--- src/rtl/sti_rx_deser.sv ---
`default_nettype none
// ============================================================================
//  Module      : sti_rx_deser
//  Description : STI serial receive stage: rebuilds 8/16/24/32-bit words from
//                the bit stream and queues them in a FWFT FIFO behind a
//                valid/ready port. Optional STI_RX_WORD_CNT_EN adds rx_word_cnt.
//  Revision    : 1.0 - initial release
// ============================================================================
module sti_rx_deser #(
    parameter int FIFO_DEPTH = 4
) (
    input  logic        clk,
    input  logic        reset,
    input  logic [1:0]  cfg_length,
    input  logic        cfg_msb,
    input  logic        si_data,
    input  logic        si_valid,
    output logic [31:0] rx_data,
    output logic [1:0]  rx_len,
    output logic        rx_valid,
    input  logic        rx_ready,
    output logic        frame_err,
    output logic        ovf
`ifdef STI_RX_WORD_CNT_EN
    ,
    output logic [15:0] rx_word_cnt
`endif
);

    localparam int AW = $clog2(FIFO_DEPTH);

    typedef enum logic [0:0] {
        IDLE  = 1'b0,
        SHIFT = 1'b1
    } state_t;

    state_t      r_state;
    state_t      w_state_nxt;
    logic [1:0]  r_len;
    logic        r_msb;
    logic [4:0]  r_bit_cnt;
    logic [4:0]  w_bit_cnt_nxt;
    logic [31:0] r_shreg;

    logic        w_start;
    logic [1:0]  w_len;
    logic        w_msb;
    logic [4:0]  w_k;
    logic [31:0] w_base;
    logic [31:0] w_word;
    logic        w_done;
    logic        w_ferr;

    logic [33:0]   r_mem [FIFO_DEPTH];
    logic [AW-1:0] r_wr;
    logic [AW-1:0] r_rd;
    logic [AW:0]   r_count;
    logic          w_full;
    logic          w_push;
    logic          w_pop;

    // On the first bit of a word the live cfg inputs are used, afterwards the latched copy.
    always_comb begin
        w_start       = (r_state == IDLE) && si_valid;
        w_len         = w_start ? cfg_length : r_len;
        w_msb         = w_start ? cfg_msb : r_msb;
        w_k           = w_start ? 5'd0 : r_bit_cnt;
        w_base        = w_start ? 32'd0 : r_shreg;
        w_word        = w_msb ? {w_base[30:0], si_data}
                              : (w_base | (32'(si_data) << w_k));
        w_done        = si_valid && (w_k == {w_len, 3'b111});
        w_ferr        = (r_state == SHIFT) && !si_valid;
        w_state_nxt   = IDLE;
        w_bit_cnt_nxt = 5'd0;
        if (si_valid && !w_done) begin
            w_state_nxt   = SHIFT;
            w_bit_cnt_nxt = w_k + 5'd1;
        end
    end

    always_ff @(posedge clk or posedge reset) begin
        if (reset) begin
            r_state   <= IDLE;
            r_len     <= 2'd0;
            r_msb     <= 1'b0;
            r_bit_cnt <= 5'd0;
            r_shreg   <= 32'd0;
            frame_err <= 1'b0;
        end else begin
            r_state   <= w_state_nxt;
            r_bit_cnt <= w_bit_cnt_nxt;
            frame_err <= w_ferr;
            r_shreg   <= si_valid ? w_word : 32'd0;
            if (w_start) begin
                r_len <= cfg_length;
                r_msb <= cfg_msb;
            end
        end
    end

    // A pop on the same edge frees the slot, so a push into a full FIFO still lands.
    assign w_full   = (r_count == (AW+1)'(FIFO_DEPTH));
    assign rx_valid = (r_count != '0);
    assign w_pop    = rx_valid && rx_ready;
    assign w_push   = w_done && (!w_full || w_pop);
    assign rx_data  = rx_valid ? r_mem[r_rd][31:0]  : 32'd0;
    assign rx_len   = rx_valid ? r_mem[r_rd][33:32] : 2'd0;

    always_ff @(posedge clk) begin
        if (w_push) begin
            r_mem[r_wr] <= {w_len, w_word};
        end
    end

    always_ff @(posedge clk or posedge reset) begin
        if (reset) begin
            r_wr    <= '0;
            r_rd    <= '0;
            r_count <= '0;
            ovf     <= 1'b0;
        end else begin
            if (w_push) begin
                r_wr <= r_wr + AW'(1);
            end
            if (w_pop) begin
                r_rd <= r_rd + AW'(1);
            end
            if (w_push && !w_pop) begin
                r_count <= r_count + (AW+1)'(1);
            end else if (w_pop && !w_push) begin
                r_count <= r_count - (AW+1)'(1);
            end
            if (w_done && !w_push) begin
                ovf <= 1'b1;
            end
        end
    end

`ifdef STI_RX_WORD_CNT_EN
    always_ff @(posedge clk or posedge reset) begin
        if (reset) begin
            rx_word_cnt <= 16'd0;
        end else if (w_push) begin
            rx_word_cnt <= rx_word_cnt + 16'd1;
        end
    end
`endif

endmodule
`default_nettype wire

--- config.mk ---
export PLATFORM = sky130hd
export DESIGN_NAME = sti_rx_deser
export DESIGN_NICKNAME = d
export VERILOG_FILES = /design/src/rtl/sti_rx_deser.sv
export SDC_FILE = /design/constraint.sdc
export NUM_CORES = 1
export LEC_CHECK = 0
export CORE_ASPECT_RATIO = 0.75
export CORE_MARGIN = 8
export CORE_UTILIZATION = 54
export DETAILED_ROUTE_END_ITERATION = 8
export HOLD_SLACK_MARGIN = 0.15
export PLACE_DENSITY = 0.87
export SYNTH_ARGS = -nofsm -noshare
export SYNTH_HDL_FRONTEND = slang
export SYNTH_SLANG_ARGS = --single-unit
--- constraint.sdc ---
create_clock -name clk -period 2.9 [get_ports clk]
set_input_delay 0.58 -clock clk [delete_from_list [all_inputs] [get_ports clk]]
set_output_delay 0.58 -clock clk [all_outputs]
set_load 0.005 [all_outputs]
==> results of run 1 <==
-- path summary, 6_finish.rpt --
check,startpoint,to,depth (start not counted)
setup / recovery,r_rd[0]$_DFFE_PP0P_,rx_data[22],4
hold / removal,reset,r_count[1]$_DFFE_PP0P_,2
setup reg to reg,r_bit_cnt[0]$_DFF_PP0_,r_count[2]$_DFFE_PP0P_,11
hold reg to reg,ovf$_DFFE_PP0P_,ovf$_DFFE_PP0P_,1
max in group asynchronous,reset,r_shreg[5]$_DFF_PP0_,3
min in group clk,ovf$_DFFE_PP0P_,ovf$_DFFE_PP0P_,1
-- cells by family (layout without fill, tap and decap cells) --
group / Yosys count / after routing / synth area share (%)
DFF: 186 / 186 / 66.30
AOI/OAI and AO/OA: 64 / 64 / 5.241
and+or+nand+nor: 159 / 159 / 11.04
xor gates and xnor gates: 11 / 11 / 1.197
buffers and inverters: 43 / 125 / 2.364
muxes: 58 / 58 / 12.67
adders and majority gates: 7 / 7 / 1.182
-- layout make-up --
type                       count  area (sq um)  share of cell area [%]
clock buffer                  22         454.2                   4.722
multi-input combinational    299          2550                   26.51
clock inverter                10         121.4                   1.262
inverter                       9         33.78                  0.3512
timing repair buffer          84         873.3                   9.079
sequential                   186          5336                   55.48
tap                          200         250.2                   2.601
-- repair_timing --
| action | CTS | global route |
|---|---|---|
| pin swaps | 0 | 0 |
| endpoints found under the setup margin | 14 | 4 |
| gates cloned | 0 | 0 |
| gates resized for setup | 1 | 1 |
-- flip-flops by register name (all words and copies together), names as in the netlist, 2 cells and up --
signal and cells:
r_shreg 32, r_bit_cnt 5, r_len 2, r_count 3, r_mem 136, r_rd 2, r_wr 2
-- per-stage QoR --
stage / cells / instance area (sq um) / power [mW] / hold WS [ns] / worst slack [ns]
global route: 810 / 9619 / 7.675 / 0.5173 / 0.005658
CTS: 810 / 9615 / 7.444 / 0.4790 / 0.01480
global placement: 778 / 9036 / 5.155 / 0.4719 / -0.1457
detailed placement: 778 / 9036 / 5.200 / 0.4678 / -0.2590
floorplan: 528 / 8075 / 4.215 / 0.4492 / 0.01343
finish: 810 / 9619 / 7.354 / 0.4737 / 0.1037
-- routing by layer --
| metal | wire (um) | share of wire (%) |
|---|---|---|
| met5 | 0 | 0 |
| met4 | 302 | 1.8 |
| met3 | 1134 | 6.7 |
| met2 | 8267 | 49 |
| met1 | 7327 | 43 |
-- power breakdown --
group / switching [mW] / total [mW] / internal [mW]
Sequential: 0.0679 / 2.99 / 2.92
Combinational: 0.850 / 2.13 / 1.28
Clock: 0.944 / 2.24 / 1.30
Total: 1.86 / 7.35 / 5.49
-- cell usage in the layout, fill, tap and decap left out, drive strengths merged, types with 3 or more instances in the layout --
master,count
nor3,15
ha,6
xnor2,5
clkdlybuf4s50,44
mux2i,16
a21oi,4
nand3,13
xor2,6
nand2b,11
o21ai,17
nor2,28
dfrtp,50
edfxtp,136
a21boi,9
buf,40
o22ai,16
inv,10
nand2,19
mux4,34
mux2,8
clkbuf,22
nor4,4
a22oi,5
nor2b,7
and2,45
clkinv,3
clkinvlp,4
-- worst max-delay path, stage by stage, from the launching register on --
cell             delay (ns)
dfrtp_2                0.40
buf_8                  0.21
mux4_2                 0.53
and2_1                 0.17
clkdlybuf4s50_1        0.45
-- cell usage after synthesis, drive strengths merged, types with 2 or more instances --
master    n
a21boi    9
a21oi     4
a221oi    2
a22oi     5
a311o     2
and2     45
buf      18
clkbuf   16
dfrtp    50
edfxtp  136
ha        6
inv       8
mux2      8
mux2i    16
mux4     34
nand2    19
nand2b   11
nand3    13
nand4     2
nor2     28
nor2b     7
nor3     15
nor3b     2
nor4      4
nor4b     2
o21ai    17
o22ai    16
or2       2
or2b      2
or4       2
xnor2     5
xor2      6
==> metrics.md, run 1 <==
| Metric | Value |
|---|---|
| DIE HEIGHT | `approximately 120 um` |
| Wirelength per Cell | `roughly 21 um` |
| Final #Nets | `612` |
| First-pass GRT wire length | `~27,000 um` |
| Layout cell share with drive strength beyond 1 | `about a fifth` |
| Number of max-cap violations | `0` |
| Clock Sinks | `roughly 190` |
| Gate Count Post-Synth | `528` |
| Total GRT Usage | `19.01%` |
| Pwr Density | `~760 nW/um^2` |
| Vias per cell | `slightly below 6` |
| Met1 global-route usage | `approximately 25%` |
| Bufs on Longest Clock Path | `2` |
| Fin. Hold Viols | `0` |
| Fin crit period | `~2.8 ns` |
| Ys Warns | `0` |
| Largest net degree at the start of global routing | `27` |
| DRC violation count after routing | `0` |
| Drt total wl | `about 17,000 um` |
| Post-CTS Setup Inserts | `0` |
| Layout Utilization | `66.33%` |
| Num rows | `38` |
| Number of distinct library cells after synthesis | `56` |
| Worst-margin pin slew | `between 0.7 and 0.8 ns` |
| Arr. time, crit path | `between 2 and 2.5 ns` |
| Final HPWL DP | `between 10,000 and 15,000 um` |
| Critical-path maximum fanout | `16` |
| Total die area | `between 15,000 and 20,000 sq um` |
| Period utilization | `96.42%` |
| Detailed Route Iter0 Violations | `roughly 440` |
| Met3 Track Usage GR | `4.600%` |
| Worst skew pair latency | `about 0.43 ns` |
| Fmax | `between 0.3 and 0.4 GHz` |
| Grt ovf | `0` |
| Post-route setup TNS | `0 ns` |
| Initial antenna violation count | `0` |
| Met2 usage | `between 30% and 40%` |
| Syn_area_per_cell | `15.24 sq um` |
| CP endpoint kind | `output pin` |
| Status | `completed` |
| Seq cells post-synth | `approximately 190` |
| N_diodes | `0` |
| Syn Std Cell Area | `roughly 8000 sq um` |
| CTS tree | `yes` |
| Filler cells | `just under 1,000` |
| Number of global-route vias before repair | `approximately 5,000` |
| Leakage power | `between 3 and 4 nW` |
| Core area | `14,500 sq um` |
| CTS H-Tree Depth | `4` |
| R2R setup slack | `0.37 ns` |
| Via count | `~4,800` |
| Sequential fraction of the synthesis area | `66.30%` |
| Port buffer count | `between 40 and 50` |
| CTS buffer count | `17` |
| Routed Antenna Nets | `0` |
| GP Congestion | `0.9593` |
| Cell taking the most area after synthesis | `edfxtp_1` |
| Final setup fails | `0` |
| Required time worst endpoint | `between 2 and 2.5 ns` |
| Number of synthesized flops with an enable pin | `around 140` |
| Crit path kind | `reg -> out` |
| CTS Hold Buffers Added | `0` |
| Reg clk slew, reported paths | `about 0.07 ns` |
| Worst vdd ir | `~0.00057 V` |
| Async set-reset flop share out of synthesis | `between 20% and 30%` |
| Max Slew Vio Count | `0` |
| Die Width | `157.0 um` |
| I/O pins | `45` |
| Worst slew margin | `52.47%` |
| Grt peak-use layer | `met2` |
| RSZ-0062 raised after global routing | `false` |
| Cells taking the most area after synthesis | `edfxtp_1 (51%), dfrtp_1 (16%), mux4_2 (9.5%), and2_1 (3.5%), mux2i_1 (2.0%)` |
| Setup Skew | `0.01030 ns` |
| Layout overhead on the synthesized area | `19.55%` |
| Worst hold path type | `in -> async` |
| Syn nets | `roughly 540` |
| Drt pass-1 iters | `5` |
| Initial Util | `roughly 55%` |
| Post-synth top area share | `between 50% and 60%` |
| Ys flop type | `edfxtp_1` |
| Worst Setup Start Kind | `flip-flop` |
| Root buffer cell | `clkbuf_16` |
Power figures use the tool's default switching activity.
==> inputs of run 2 (changes only) <==
- CTS_BUF_LIST: default -> sky130_fd_sc_hd__clkbuf_16
- GPL_ROUTABILITY_DRIVEN: default -> 1
==> metrics.md, run 2 (synthesis results as in run 1) <==
| Metric | Value |
|---|---|
| Status | `completed` |
| CTS Hold Buffers Added | `0 (unchanged)` |
| Dpl ws | `-0.2590 ns (unchanged)` |
| Pwr Density | `761.8 nW/um^2 (-0.35%)` |
| Filler cells | `991 (+0.20%)` |
| RSZ-0062 raised after global routing | `false` |
| DIE HEIGHT | `121.7 um (unchanged)` |
| Setup Skew | `0.01088 ns (+0.0005769 ns)` |
| Worst slew margin | `51.93% (-0.54 points)` |
| Wirelength per Cell | `21.12 um (+0.45%)` |
| Met3 Track Usage GR | `4.600% (unchanged)` |
| Bufs on Longest Clock Path | `2 (unchanged)` |
| Final #Nets | `612 (unchanged)` |
| First-pass GRT wire length | `27,470 um (about the same)` |
| CP delay by family, top | `buffers and inverters` |
| Most frequent cells in the layout | `edfxtp_1 (136), dfrtp_1 (49), clkdlybuf4s50_1 (44), and2_1 (41), mux4_2 (34)` |
| Reg clk slew, reported paths | `0.07 ns (about the same)` |
| Critical-path maximum fanout | `16 (unchanged)` |
| Vias per cell | `5.984 (+0.58%)` |
| Logic pwr share | `29.1% (+0.2 points)` |
| Fin crit period | `2.797 ns (+0.001046 ns)` |
| Biggest regs | `r_mem: 136 flops, r_shreg: 32 flops, r_bit_cnt: 5 flops` |
| Routed Antenna Nets | `0 (unchanged)` |
| Drt pass-1 iters | `6 (+1)` |
| Cell count after placement | `778 (unchanged)` |
| Worst-margin pin slew | `0.7136 ns (+0.008005 ns)` |
| Final std cells w/o fill | `810 (unchanged)` |
| Drt total wl | `17,110 um (+0.45%)` |
| Post-CTS Setup Inserts | `0 (unchanged)` |
| Largest Register | `r_mem` |
| Final setup fails | `0 (unchanged)` |
| Slowest library cell on the worst path | `mux4_2` |
| Number of max-cap violations | `0 (unchanged)` |
| Worst Setup Start Kind | `flip-flop` |
| Via count | `4,847 (+0.58%)` |
| Max FFs per register | `136 (unchanged)` |
| Root buffer cell | `clkbuf_16` |
| Worst setup margin | `0.1027 ns (-0.001046 ns)` |
| Commonest non-fill, non-tap cell in the layout | `edfxtp_1` |
| Num rows | `38 (unchanged)` |
| I/O pins | `45 (unchanged)` |
| CP endpoint kind | `output pin` |
| Total die area | `19,100 sq um (unchanged)` |
| CTS tree | `yes` |
| N_diodes | `0 (unchanged)` |
| Fmax | `0.3575 GHz (about the same)` |
| Initial Util | `55.49% (unchanged)` |
| CTS buffer count | `17 (unchanged)` |
| Met1 global-route usage | `25.21% (unchanged)` |
| Psw | `1.869 mW (+0.38%)` |
| Core area | `14,500 sq um (unchanged)` |
| Leakage power | `3.472 nW (+0.32%)` |
| Total GRT Usage | `19.02% (about the same)` |
| Required time worst endpoint | `2.32 ns (about the same)` |
| CTS H-Tree Depth | `4 (unchanged)` |
| Crit path cell chain | `buf_8 > mux4_2 > and2_1 > clkdlybuf4s50_1` |
| Grt ovf | `0 (unchanged)` |
| Largest net degree at the start of global routing | `27 (unchanged)` |
| Crit path kind | `reg -> out` |
| Detailed Route Iter0 Violations | `453 (+2.0%)` |
| Clock Power Share | `30.1% (-0.4 points)` |
| Port buffer count | `44 (unchanged)` |
| Worst hold path type | `in -> async` |
| Fin. Hold Viols | `0 (unchanged)` |
| Switching Fraction | `25.53% (+0.21 points)` |
| Layout overhead on the synthesized area | `19.42%` |
| Clock Sinks | `186 (unchanged)` |
| GP Congestion | `0.9593 (unchanged)` |
| Sequential Power Share | `40.8% (+0.2 points)` |
| Period utilization | `96.46% (about the same)` |
| CP bufs+invs | `2 (unchanged)` |
| Max Slew Vio Count | `0 (unchanged)` |
| Worst path max stage delay | `0.53 ns (about the same)` |
| Layout cell share with drive strength beyond 1 | `20.66% (-0.16 points)` |
| Met2 usage | `30.07% (about the same)` |
| Grt peak-use layer | `met2` |
| Initial antenna violation count | `0 (unchanged)` |
| DRC violation count after routing | `0 (unchanged)` |
| Worst skew pair latency | `0.43 ns (about the same)` |
| Worst vdd ir | `0.0005643 V (-0.21%)` |
| Die Width | `157.0 um (unchanged)` |
| Arr. time, crit path | `2.22 ns (about the same)` |
| Final HPWL DP | `11,970 um (unchanged)` |
| Pint | `5.452 mW (-0.74%)` |
| Number of global-route vias before repair | `5,117 (unchanged)` |
==> run 2: power groups by stage <==
stage | combinational, mW | clock, mW | sequential (mW)
6_report | 2.13 | 2.21 | 2.99
5_1_grt | 2.32 | 2.32 | 2.99
4_1_cts | 2.18 | 2.24 | 2.98
3_5_place_dp | 2.16 | 0 | 3.04
3_3_place_gp | 2.13 | 0 | 3.03
2_1_floorplan | 1.21 | 0 | 3.00
==> run 2: per-stage QoR <==
stage	hold WS (ns)	power (mW)	setup TNS, ns	instance area [sq um]	utilization [%]
2_1_floorplan	0.4492	4.215	0	8075	-
3_3_place_gp	0.4719	5.155	-0.1898	9036	62.31
3_5_place_dp	0.4678	5.200	-0.3763	9036	62.31
4_1_cts	0.4790	7.403	0	9605	66.24
5_1_grt	0.5173	7.635	0	9609	66.26
6_report	0.4749	7.321	0	9609	66.26
==> run 2: path summary, 6_finish.rpt <==
path	start	endpoint	slack (ns)	depth (start not counted)
worst max register to register	r_bit_cnt[0]$_DFF_PP0_	r_count[2]$_DFFE_PP0P_	0.37	11
max in group asynchronous	reset	r_shreg[17]$_DFF_PP0_	1.78	3
worst min-delay path	reset	r_count[1]$_DFFE_PP0P_	0.47	2
worst min register to register	ovf$_DFFE_PP0P_	ovf$_DFFE_PP0P_	0.49	1
worst max-delay path	r_rd[0]$_DFFE_PP0P_	rx_data[22]	0.10	4
min in group clk	ovf$_DFFE_PP0P_	ovf$_DFFE_PP0P_	0.49	1
==> run 2: area by class of cell <==
type	instances	area (sq um)	area share [%]
clock inverter	15	140.1	1.458
multi-input combinational	299	2550	26.54
sequential	186	5336	55.53
inverter	9	33.78	0.3516
clock buffer	17	425.4	4.427
timing repair buffer	84	873.3	9.089
tap	200	250.2	2.604
==> run 2: layer usage <==
layer  part of all wire (%)  wire length [um]
met1                     43              7288
met4                    1.9               325
met3                    7.1              1216
met5                      0                 0
met2                     48              8277
==> run 2: worst register-to-register path: cells and delay by family, from the launching register on <==
kind	cells	cell delay, ns
xor gates and xnor gates	2	0.34
adders and majority gates	3	0.72
buffers and inverters	1	0.05
DFF	1	0.52
and+or+nand+nor	5	0.83
==> run 2: what timing repair did <==
| item | 4_1_cts | 5_1_grt |
|---|---|---|
| setup endpoints to repair | 14 | 4 |
| cloned | 0 | 0 |
| gates resized for setup | 1 | 1 |
==> inputs of run 3 (changes only) <==
- CORE_MARGIN: 8 -> 3
==> metrics.md, run 3 (synthesis results as in run 1) <==
| Metric | Value |
|---|---|
| Number of max-cap violations | `0 (unchanged)` |
| Met3 Track Usage GR | `7.120% (+2.5 points)` |
| Worst slew margin | `50.92% (-1.0 points)` |
| Met1 global-route usage | `30.66% (+5.4 points)` |
| Core area | `14,120 sq um (-2.6%)` |
| Final HPWL DP | `11,570 um (-3.3%)` |
| GP Congestion | `0.9901 (+3.2%)` |
| Reg clk slew, reported paths | `0.07 ns (about the same)` |
| Crit path kind | `reg -> out` |
| Final std cells w/o fill | `811 (+0.12%)` |
| CP delay by family, top | `buffers and inverters` |
| I/O pins | `45 (unchanged)` |
| Final #Nets | `618 (+0.98%)` |
| Worst skew pair latency | `0.43 ns (about the same)` |
| Pwr Density | `772.8 nW/um^2 (+1.4%)` |
| Bufs on Longest Clock Path | `2 (unchanged)` |
| Grt ovf | `0 (unchanged)` |
| Largest Register | `r_mem` |
| N_diodes | `0 (unchanged)` |
| Worst vdd ir | `0.0004621 V (-18%)` |
| CTS H-Tree Depth | `4 (unchanged)` |
| Worst Setup Start Kind | `flip-flop` |
| Total die area | `16,420 sq um (-14%)` |
| Initial antenna violation count | `0 (unchanged)` |
| Layout cell share with drive strength beyond 1 | `22.08% (+1.4 points)` |
| Cell count after placement | `773 (-0.64%)` |
| Max FFs per register | `136 (unchanged)` |
| Met2 usage | `33.57% (+3.5 points)` |
| DIE HEIGHT | `111.7 um (-8.2%)` |
| Slowest library cell on the worst path | `mux4_2` |
| Clock Sinks | `186 (unchanged)` |
| Routed Antenna Nets | `0 (unchanged)` |
| Final setup fails | `0 (unchanged)` |
| Filler cells | `881 (-11%)` |
| Required time worst endpoint | `2.32 ns (about the same)` |
| Crit path cell chain | `buf_4 > buf_12 > mux4_2 > and2_4 > clkdlybuf4s50_1` |
| Most frequent cells in the layout | `edfxtp_1 (136), dfrtp_1 (49), clkdlybuf4s50_1 (43), and2_1 (40), mux4_2 (34)` |
| Critical-path maximum fanout | `6 (-10)` |
| CTS tree | `yes` |
| Vias per cell | `6.155 (+2.9%)` |
| CTS Hold Buffers Added | `0 (unchanged)` |
| Drt total wl | `17,830 um (+4.2%)` |
| Period utilization | `98.61% (+2.2 points)` |
| RSZ-0062 raised after global routing | `true` |
| CTS buffer count | `17 (unchanged)` |
| Initial Util | `56.99% (+1.5 points)` |
| Via count | `4,992 (+3.0%)` |
| Number of global-route vias before repair | `5,214 (+1.9%)` |
| Worst hold path type | `reg -> reg` |
| Grt peak-use layer | `met2` |
| Status | `completed` |
| Design Area, Final | `9711 sq um (+1.1%)` |
| Detailed Route Iter0 Violations | `560 (+24%)` |
| CP bufs+invs | `3 (+1)` |
| Fin. Hold Viols | `0 (unchanged)` |
| Wirelength per Cell | `21.98 um (+4.1%)` |
| Commonest non-fill, non-tap cell in the layout | `edfxtp_1` |
| Die Width | `147.0 um (-6.4%)` |
| DRC violation count after routing | `0 (unchanged)` |
| Arr. time, crit path | `2.28 ns (+0.06 ns)` |
| Leakage power | `3.529 nW (+1.6%)` |
| Drt pass-1 iters | `7 (+1)` |
| Worst path max stage delay | `0.55 ns (+0.02 ns)` |
| First-pass GRT wire length | `28,100 um (+2.3%)` |
| Largest net degree at the start of global routing | `43 (+59%)` |
| CP endpoint kind | `output pin` |
| Worst-margin pin slew | `0.7352 ns (+0.02159 ns)` |
| Root buffer cell | `clkbuf_16` |
| Total GRT Usage | `22.22% (+3.2 points)` |
| Port buffer count | `44 (unchanged)` |
| Biggest regs | `r_mem: 136 flops, r_shreg: 32 flops, r_bit_cnt: 5 flops` |
| Fmax | `0.3497 GHz (-2.2%)` |
| Num rows | `37 (-2.6%)` |
| Max Slew Vio Count | `0 (unchanged)` |
| Fin crit period | `2.860 ns (+0.06236 ns)` |
| Layout overhead on the synthesized area | `20.68%` |
| Setup Skew | `0.01045 ns (-0.0004259 ns)` |
| Placed Area | `9042 sq um (about the same)` |
[run 3: cell count changes in the layout (fill, tap and decap cells not counted), moves of 2 or more]
cell | previous run | this run
clkinv_4 | 1 | 4
inv_8 | 0 | 3
inv_1 | 11 | 7
buf_6 | 0 | 4
clkbuf_16 | 17 | 19
[run 3: layer usage]
metal  part of all wire, %  wire length (um)  vias to the layer above
li1                      -                 -                     2155
met1                    41              7254                     2510
met2                    47              8433                      289
met3                    10              1803                       38
met4                   1.9               335                        0
met5                     0                 0                        -
[run 3: area by class of cell]
type,count,area (sq um),area share [%]
clock buffer,17,425.4,4.381
clock inverter,15,142.6,1.469
inverter,9,33.78,0.3479
multi-input combinational,299,2552,26.29
sequential,186,5336,54.95
tap,195,244.0,2.513
timing repair buffer,90,975.9,10.05
[run 3: worst paths after layout]
| kind | startpoint | end | slack (ns) | cells after the start |
|---|---|---|---|---|
| min | ovf$_DFFE_PP0P_ | ovf$_DFFE_PP0P_ | 0.48 | 1 |
| min reg2reg | ovf$_DFFE_PP0P_ | ovf$_DFFE_PP0P_ | 0.48 | 1 |
| max | r_rd[0]$_DFFE_PP0P_ | rx_data[26] | 0.04 | 5 |
| max reg2reg | r_bit_cnt[0]$_DFF_PP0_ | r_count[2]$_DFFE_PP0P_ | 0.42 | 11 |
| min in group asynchronous | reset | r_state$_DFF_PP0_ | 0.59 | 2 |
| max in group asynchronous | reset | r_shreg[11]$_DFF_PP0_ | 1.66 | 3 |
[run 3: repair_timing]
item / CTS / global route
gates resized for setup: 0 / 5
setup buffers: 1 / 2
endpoints found under the setup margin: 31 / 4
cloned: 0 / 3
[run 3: where the power goes]
group          leakage (nW)  internal (mW)  total (mW)  switching (mW)
clock network         0.270           1.20        2.22            1.02
logic                  1.33           1.39        2.31           0.919
registers              1.93           2.92        2.98          0.0596
total                  3.53           5.51        7.50            2.00
[run 3: through the flow]
step           util [%]  hold slack, ns  setup TNS, ns  power (mW)  setup slack (ns)
2_1_floorplan         -          0.4492              0       4.215           0.01343
3_3_place_gp      64.04          0.4597       -0.08988       5.146          -0.08988
3_5_place_dp      64.04          0.4643        -0.2085       5.176           -0.1319
4_1_cts           68.12          0.4850              0       7.388          0.009898
5_1_grt           68.77          0.5163       -0.02043       7.825          -0.02043
6_report          68.77          0.4830              0       7.505           0.04033
